### config.mk
export PLATFORM = sky130hd
export DESIGN_NAME = fetch_sequencer
export DESIGN_NICKNAME = d
export VERILOG_FILES = /design/src/rtl/knips_pkg.sv /design/src/rtl/fetch_sequencer_branch_lut.sv /design/src/rtl/fetch_sequencer.sv
export SDC_FILE = /design/constraint.sdc
export NUM_CORES = 1
export LEC_CHECK = 0
export ABC_AREA = 1
export BUFFER_PORTS_ARGS = -buffer_cell sky130_fd_sc_hd__buf_4
export CAP_MARGIN = 20
export CELL_PAD_IN_SITES_DETAIL_PLACEMENT = 1
export CELL_PAD_IN_SITES_GLOBAL_PLACEMENT = 2
export CORE_ASPECT_RATIO = 0.5
export CORE_MARGIN = 8
export CORE_UTILIZATION = 31
export DETAILED_ROUTE_END_ITERATION = 12
export PLACE_DENSITY_LB_ADDON = 0.1
export SETUP_SLACK_MARGIN = 0.5
export SLEW_MARGIN = 20
export SYNTH_ARGS = -nofsm -noshare
export SYNTH_HDL_FRONTEND = slang
export SYNTH_SLANG_ARGS = --single-unit
### constraint.sdc
create_clock -name CLK -period 2.65 [get_ports CLK]
set_clock_uncertainty 0.15 [all_clocks]
set_input_delay 0.53 -clock CLK [delete_from_list [all_inputs] [get_ports CLK]]
set_output_delay 0.53 -clock CLK [all_outputs]
set_load 0.1 [all_outputs]
### src/rtl/knips_pkg.sv
// Shared types and constants for the instruction fetch path.
package knips_pkg;

  localparam int A     = 10;
  localparam int OFF_W = 8;
  localparam int LUT_N = 16;
  localparam int CNT_W = 16;

  typedef enum logic [1:0] {
    IDLE,
    RUN,
    DONE
  } fetch_state_t;

  // Absolute branch targets, indexed by the decoder's LutIdx field.
  localparam logic [A-1:0] BRANCH_TABLE [LUT_N] = '{
    10'd0,   10'd100, 10'd200, 10'd300,
    10'd37,  10'd512, 10'd640, 10'd700,
    10'd800, 10'd900, 10'd1000, 10'd1020,
    10'd5,   10'd10,  10'd15,  10'd1023
  };

endpackage

### src/rtl/fetch_sequencer_branch_lut.sv
// Combinational absolute branch-target lookup; indices past the table yield address 0.
module branch_lut
  import knips_pkg::*;
#(
  parameter int ADDR_W = A,
  parameter int IDX_W  = $clog2(LUT_N)
) (
  input  logic [IDX_W-1:0]  lut_idx,
  output logic [ADDR_W-1:0] target
);

  localparam int SEL_W = $clog2(LUT_N);

  logic out_of_range;

  generate
    if (IDX_W > SEL_W) begin : g_wide_idx
      assign out_of_range = |lut_idx[IDX_W-1:SEL_W];
    end else begin : g_exact_idx
      assign out_of_range = 1'b0;
    end
  endgenerate

  always_comb begin
    target = '0;
    if (!out_of_range) begin
      target = ADDR_W'(BRANCH_TABLE[lut_idx[SEL_W-1:0]]);
    end
  end

endmodule

### src/rtl/fetch_sequencer.sv
// Program counter and fetch sequencing (start, step, branch, stall, halt) for the instruction ROM.
module fetch_sequencer
  import knips_pkg::*;
#(
  parameter int ADDR_W   = A,
  parameter int OFFSET_W = OFF_W,
  parameter int COUNT_W  = CNT_W,
  parameter int IDX_W    = $clog2(LUT_N)
) (
  input  logic                CLK,
  input  logic                Reset,
  input  logic                Start,
  input  logic                Stall,
  input  logic                Halt,
  input  logic                BranchTaken,
  input  logic                BranchRel,
  input  logic [OFFSET_W-1:0] Offset,
  input  logic [IDX_W-1:0]    LutIdx,
  output logic [ADDR_W-1:0]   InstAddress,
  output logic                InstValid,
  output logic                Done,
  output logic [COUNT_W-1:0]  CycleCount
);

  fetch_state_t        state_q, state_d;
  logic [ADDR_W-1:0]   pc_q, pc_d;
  logic [COUNT_W-1:0]  cnt_q, cnt_d;
  logic [ADDR_W-1:0]   lut_target;
  logic [ADDR_W-1:0]   offset_ext;

  branch_lut #(
    .ADDR_W (ADDR_W),
    .IDX_W  (IDX_W)
  ) u_branch_lut (
    .lut_idx (LutIdx),
    .target  (lut_target)
  );

  assign offset_ext = {{(ADDR_W-OFFSET_W){Offset[OFFSET_W-1]}}, Offset};

  always_ff @(posedge CLK or posedge Reset) begin
    if (Reset) begin
      state_q <= IDLE;
      pc_q    <= '0;
      cnt_q   <= '0;
    end else begin
      state_q <= state_d;
      pc_q    <= pc_d;
      cnt_q   <= cnt_d;
    end
  end

  always_comb begin
    state_d = state_q;
    pc_d    = pc_q;
    cnt_d   = cnt_q;
    case (state_q)
      IDLE, DONE: begin
        if (Start) begin
          state_d = RUN;
          pc_d    = '0;
          cnt_d   = '0;
        end
      end
      RUN: begin
        if (cnt_q != {COUNT_W{1'b1}}) begin
          cnt_d = cnt_q + 1'b1;
        end
        // Stall outranks everything: the instruction is not retired, so its halt/branch waits.
        if (Stall) begin
          pc_d = pc_q;
        end else if (Halt) begin
          state_d = DONE;
        end else if (BranchTaken) begin
          pc_d = BranchRel ? (pc_q + offset_ext) : lut_target;
        end else begin
          pc_d = pc_q + 1'b1;
        end
      end
      default: begin
        state_d = IDLE;
        pc_d    = '0;
        cnt_d   = '0;
      end
    endcase
  end

  assign InstAddress = pc_q;
  assign InstValid   = (state_q == RUN);
  assign Done        = (state_q == DONE);
  assign CycleCount  = cnt_q;

endmodule

==> flow_summary.json, run 1 <==
{
  "die_w_um": 142,
  "clk_latency_ns": 0.27,
  "netlist_area_sq_mm": 0.00248,
  "clkSinkCount": 28,
  "route.detailed.drc": 0,
  "cts_max_level": 1,
  "area_growth_pct": 25.4,
  "setup_violations": 0,
  "yosysSeqAreaShare": 0.283,
  "p_leak_nw": 1.45,
  "cts_tree": "done",
  "slowest_delay_ns": 0.39,
  "start_kind": "flip-flop",
  "fin_nets": 449,
  "totalWireLength_mm": 8.26,
  "drive_gt1_frac": 0.223,
  "synth-main-ff-cell": "dfrtp_1",
  "r2r_slack_ns": 0.65,
  "viasPerCell": 4.90,
  "routedWlPerCell_um": 15.8,
  "hold_viol": 0,
  "cp.required_ns": 1.97,
  "hold_buffers": 0,
  "slew-limit-headroom": 0.430,
  "period_share": 0.765,
  "synth_edf_count": 0,
  "reg2reg_to": "InstAddress[8]$_DFFE_PP0P_",
  "grt-ovfl-total": 0,
  "post_dp_cell_area_sq_mm": 0.00296,
  "synth.area.top_cells": "dfrtp_1 (28%), nand2_1 (15%), ha_1 (8.1%)",
  "finish.utilization": 0.394,
  "grt_pass1_wl_mm": 13.8,
  "period_minus_slack_ns": 2.03,
  "slew_viol_final": 0,
  "grt_usage": 0.150,
  "r2r_cells": 9,
  "ys_types": 37,
  "drtIter0Drc": 70,
  "nFillCells": 1016,
  "place_hpwl_mm": 6.67,
  "max_freq_mhz": 493,
  "die-area_sq_mm": 0.0113,
  "synth.largest_area_cell": "dfrtp_1",
  "core_area_sq_mm": 0.00789,
  "ys_async_sr_fraction": 1.00,
  "grt_max_degree": 21,
  "clk_pin_slew_ns": 0.07,
  "critPathMaxFanout": 11,
  "gp_congestion": 0.804,
  "antenna_found_initial": 0,
  "path_depth": 4,
  "p_int_mw": 1.19,
  "powerDensity_mw_per_mm2": 815,
  "rsz0062_at_grt": "false",
  "path_cells": "inv_1 > nand2_4 > inv_4 > buf_6",
  "hp-class": "input pin to asynchronous set/reset pin",
  "start_util": 0.314,
  "cts_made_buffers": 3,
  "cpLargestDelayFamily": "buffers and inverters",
  "timing.rr.start": "InstAddress[5]$_DFFE_PP0P_",
  "n_antenna_cell": 0,
  "combPwrFrac": 0.575,
  "synthCells": 364,
  "ir_drop_mv": 0.381,
  "vias": 2569,
  "slowest_stage": "dfrtp_1",
  "avgSynthCellArea_sq_um": 6.81,
  "rows": 23,
  "fin_area_sq_mm": 0.00311,
  "crit_type": "flip-flop to primary output",
  "ios": 47,
  "die_h_um": 79.2,
  "yosys_register_bits": 28,
  "cp.arrival_ns": 1.35,
  "tightest_slew_ns": 0.854,
  "cts_buffer_depth": 2,
  "yosysWarnings": 0,
  "path_buf_inv": 3,
  "pwr-share-clk": 0.182,
  "grt_pass1_vias": 2756,
  "endpoint_kind": "primary output",
  "seqPwrFrac": 0.243,
  "cap_violations": 0,
  "synth_fp_nets": 400,
  "ant_nets": 0,
  "power_switching_mw": 1.35,
  "io_buffers": 46,
  "fin_setup_tns_ns": 0,
  "status": "complete, no violations",
  "synth_top_area_share": 0.283,
  "switching_share": 0.531,
  "dr.pass1.iters": 4,
  "clockRootBuffer": "clkbuf_16"
}
-- sequential cells by signal (all words and copies together), names as in the netlist --
register,cells
state_q,2
InstAddress,10
CycleCount,16
-- cell usage after synthesis, types with 2 or more instances --
cell type and n:
clkbuf_1 2, nor3_2 2, o21ai_0 21, o31ai_1 2
o21ai_1 6, ha_1 16, xor2_1 11, a21oi_1 19
o211ai_1 7, dfrtp_1 28, or2_2 2, o21ai_2 5
o22ai_1 4, inv_1 44, inv_2 4, nor2_1 26
xnor2_1 3, buf_2 2, nor3_1 13, nand2_1 98
nand3_1 29, nand3_2 2, nand4_1 4
-- layout make-up --
cell class                      count  area (sq um)  area share
Sequential cell                    28           721       0.232
Multi-Input combinational cell    281          1580       0.507
Inverter                           49           186      0.0600
Clock buffer                        3          75.1      0.0241
Timing Repair Buffer               50           379       0.122
Clock inverter                      1          30.0     0.00966
Tap cell                          112           140      0.0451
-- repair_timing --
| action | in CTS | in global routing |
|---|---|---|
| setup endpoints to repair | 2 | 4 |
| buffers inserted | 0 | 3 |
| pin swaps | 1 | 3 |
| gates resized for setup | 3 | 6 |
-- placed cells by master (no fill, tap or decap), types with 4 or more instances in the layout --
master and instances:
o211ai_1 7, a21oi_1 19, buf_4 49, ha_1 15
nand2_1 96, dfrtp_2 13, nand3_1 29, nor3_1 13
o21ai_2 5, xor2_1 11, o21ai_1 8, inv_2 4
dfrtp_1 14, inv_1 43, o21ai_0 19, nand4_1 4
nor2_1 25, o22ai_1 4
-- power by group through the flow --
stage	Clock (mW)	Combinational (mW)	Sequential, mW
finish	0.461	1.46	0.616
CTS	0.477	1.44	0.622
global route	0.496	1.57	0.632
detailed placement	0	1.42	0.628
floorplan	0	0.695	1.01
global placement	0	1.39	0.625
-- metal layers --
layer  part of all wire  vias up  track usage
li1                   -     1302            -
met1               0.47     1237        0.182
met2               0.50       24        0.279
met3              0.027        6       0.0257
met4             0.0051        0       0.0242
met5                  0        -            0
-- stage by stage --
step | std cells | power, mW | hold slack [ns] | worst slack [ns]
after floorplan | 364 | 1.70 | 0.315 | 0.445
after global placement | 517 | 2.02 | 0.341 | 0.368
after detailed placement | 517 | 2.04 | 0.364 | 0.361
after CTS | 521 | 2.54 | 0.326 | 0.514
after global routing | 524 | 2.70 | 0.355 | 0.499
final | 524 | 2.53 | 0.286 | 0.622
-- kinds of logic (layout without fill, tap and decap cells) --
kind of cell	after synthesis	after routing	share of synthesized area
xor+xnor	14	14	0.0495
buf+inv	55	103	0.0919
fa+ha+maj	17	17	0.0888
flops	28	28	0.283
compound gates	70	70	0.171
simple gates	180	180	0.317
-- how the worst max path moves through the flow --
stage	endpoint	start	slack, ns
after floorplan	InstAddress[6]$_DFFE_PP0P_	InstAddress[1]$_DFFE_PP0P_	0.44
after global placement	InstAddress[7]$_DFFE_PP0P_	Offset[4]	0.37
after detailed placement	InstAddress[8]$_DFFE_PP0P_	Offset[0]	0.36
after CTS	InstAddress[8]$_DFFE_PP0P_	InstAddress[0]$_DFFE_PP0P_	0.51
after global routing	InstAddress[8]$_DFFE_PP0P_	InstAddress[0]$_DFFE_PP0P_	0.50
final	InstValid	state_q[1]$_DFFE_PP0P_	0.62
No activity file was read; power rests on OpenSTA's default activity.
==> run 2, diff against run 1 <==
==> constraint.sdc (replaced) <==
create_clock -name CLK -period 2.1 [get_ports CLK]
set_clock_uncertainty 0.15 [all_clocks]
set_input_delay 0.42 -clock CLK [delete_from_list [all_inputs] [get_ports CLK]]
set_output_delay 0.42 -clock CLK [all_outputs]
set_load 0.1 [all_outputs]
==> run 2 against run 1 <==
Hold slack worse by 0.21 ns. Via count is 5.6% higher. Sequential power is 34% higher. Non-clock buffer count is 21 higher. Register-to-register slack worse by 0.48 ns. Sequential cell count stayed put. Critical path type is now flip-flop to flip-flop. Combinational power is 63% higher.
==> flow_summary.json, run 2 (synthesis results as in run 1) <==
{
  "status": "complete, no violations",
  "hold_buffers": 0,
  "cpLargestDelayFamily": "simple AND/OR/NAND/NOR gates",
  "area_growth_pct": 52.3,
  "met2_usage": 0.305,
  "cp.required_ns": 2.12,
  "tightest_slew_ns": 0.403,
  "grt_usage": 0.162,
  "cts_max_level": 1,
  "max_freq_mhz": 519,
  "powerDensity_mw_per_mm2": 983,
  "path_buf_inv": 2,
  "endpoint_kind": "flip-flop",
  "cts_tree": "done",
  "final_cells": 546,
  "start_kind": "flip-flop",
  "path_cells": "ha_4 > inv_2 > fa_2 > inv_2 > nand3_2 > nand2_4 > nand2_2 > nand3_1 > nand2_1 > o21ai_1 > nand2_1 > nand2_1 > nand2_1",
  "viasPerCell": 4.97,
  "slowest_delay_ns": 0.44,
  "layout_common_cells": "nand2_1 (85), buf_4 (42), inv_1 (40), nand3_1 (24)",
  "ios": 47,
  "cp.arrival_ns": 1.95,
  "clockRootBuffer": "clkbuf_16",
  "period_minus_slack_ns": 1.93,
  "grt_pass1_vias": 2974,
  "gp_congestion": 0.812,
  "dp_cells": 519,
  "vias": 2713,
  "rsz0062_at_grt": "true",
  "fin_setup_tns_ns": 0,
  "routedWlPerCell_um": 16.7,
  "drtIter0Drc": 63,
  "slew_viol_final": 0,
  "clk_pin_slew_ns": 0.08,
  "clk_latency_ns": 0.27,
  "totalWireLength_mm": 9.12,
  "top_usage_layer": "met2",
  "core_area_sq_mm": 0.00789,
  "route.detailed.drc": 0,
  "use_met3": 0.0257,
  "grt-ovfl-total": 0,
  "cap_violations": 0,
  "ir_drop_mv": 0.682,
  "ant_nets": 0,
  "r2r_slack_ns": 0.17,
  "antenna_found_initial": 0,
  "slew-limit-headroom": 0.728,
  "period_share": 0.918,
  "cts_made_buffers": 3,
  "rows": 23,
  "die_w_um": 142,
  "crit_type": "flip-flop to flip-flop",
  "die-area_sq_mm": 0.0113,
  "mostFrequentLayoutCell": "nand2_1",
  "cts_buffer_depth": 2,
  "dr.pass1.iters": 4,
  "p_leak_nw": 1.61,
  "grt_pass1_wl_mm": 14.7,
  "grt_util_met1": 0.191,
  "place_hpwl_mm": 6.84,
  "start_util": 0.314,
  "hold_viol": 0,
  "critPathMaxFanout": 3,
  "largest_reg_flops": 16,
  "slowest_stage": "dfrtp_4",
  "drive_gt1_frac": 0.376,
  "setup_violations": 0,
  "hp-class": "input pin to asynchronous set/reset pin",
  "n_antenna_cell": 0,
  "nFillCells": 1004,
  "critPathMostFrequentCell": "nand2_1",
  "grt_max_degree": 29,
  "die_h_um": 79.2,
  "fin_nets": 471,
  "clkSinkCount": 28,
  "io_buffers": 46
}
[run 2: timing repair]
item	4_1_cts	5_1_grt
pin swaps	17	3
gates cloned	1	0
resized for setup	53	20
endpoints found under the setup margin	47	41
buffers inserted	21	1
[run 2: stage by stage]
stage | hold WS [ns] | setup WS (ns) | instance area [sq um] | total power [mW] | util
3_3_place_gp | 0.340 | 0.117 | 3220 | 2.74 | 0.408
5_1_grt | 0.118 | 0.0595 | 3770 | 3.92 | 0.479
6_report | 0.0797 | 0.172 | 3770 | 3.71 | 0.479
2_1_floorplan | 0.315 | 0.0438 | 2760 | 2.31 | -
4_1_cts | 0.0981 | 0.166 | 3700 | 3.69 | 0.469
3_5_place_dp | 0.342 | 0.0870 | 3220 | 2.78 | 0.408
[run 2: area by class of cell]
| class | instances | area (sq um) | area share |
|---|---|---|---|
| Multi-Input combinational cell | 282 | 1860 | 0.492 |
| Sequential cell | 28 | 790 | 0.209 |
| Timing Repair Buffer | 71 | 707 | 0.187 |
| Inverter | 49 | 194 | 0.0514 |
| Tap cell | 112 | 140 | 0.0371 |
| Clock buffer | 4 | 88.8 | 0.0235 |
[run 2: final timing paths]
path,start,to,depth (start not counted)
setup reg to reg,InstAddress[0]$_DFFE_PP0P_,InstAddress[6]$_DFFE_PP0P_,13
max in group asynchronous,Reset,InstAddress[2]$_DFFE_PP0P_,3
hold / removal,Reset,InstAddress[0]$_DFFE_PP0P_,3
setup / recovery,InstAddress[0]$_DFFE_PP0P_,InstAddress[6]$_DFFE_PP0P_,13
min in group CLK,Stall,state_q[0]$_DFFE_PP0P_,3
hold reg to reg,CycleCount[14]$_DFFE_PP0P_,CycleCount[14]$_DFFE_PP0P_,2
[run 2: worst reg2reg max path, cell delays in order, from the launching register on]
cell and delay, ns:
dfrtp_4 0.44, ha_4 0.14, inv_2 0.04, fa_2 0.35, inv_2 0.08, nand3_2 0.08, nand2_4 0.08, nand2_2 0.06
nand3_1 0.06, nand2_1 0.05, o21ai_1 0.12, nand2_1 0.06, nand2_1 0.07, nand2_1 0.05
[run 2: power breakdown]
group / internal [mW] / total, mW / switching, mW
clock network: 0.293 / 0.501 / 0.208
logic: 0.850 / 2.38 / 1.53
registers: 0.672 / 0.824 / 0.152
total: 1.81 / 3.71 / 1.89
[run 2: per-layer routing]
metal,wire length [um],part of all wire
met1,4080,0.45
met2,4630,0.51
met3,288,0.032
met4,119,0.013
met5,0,0
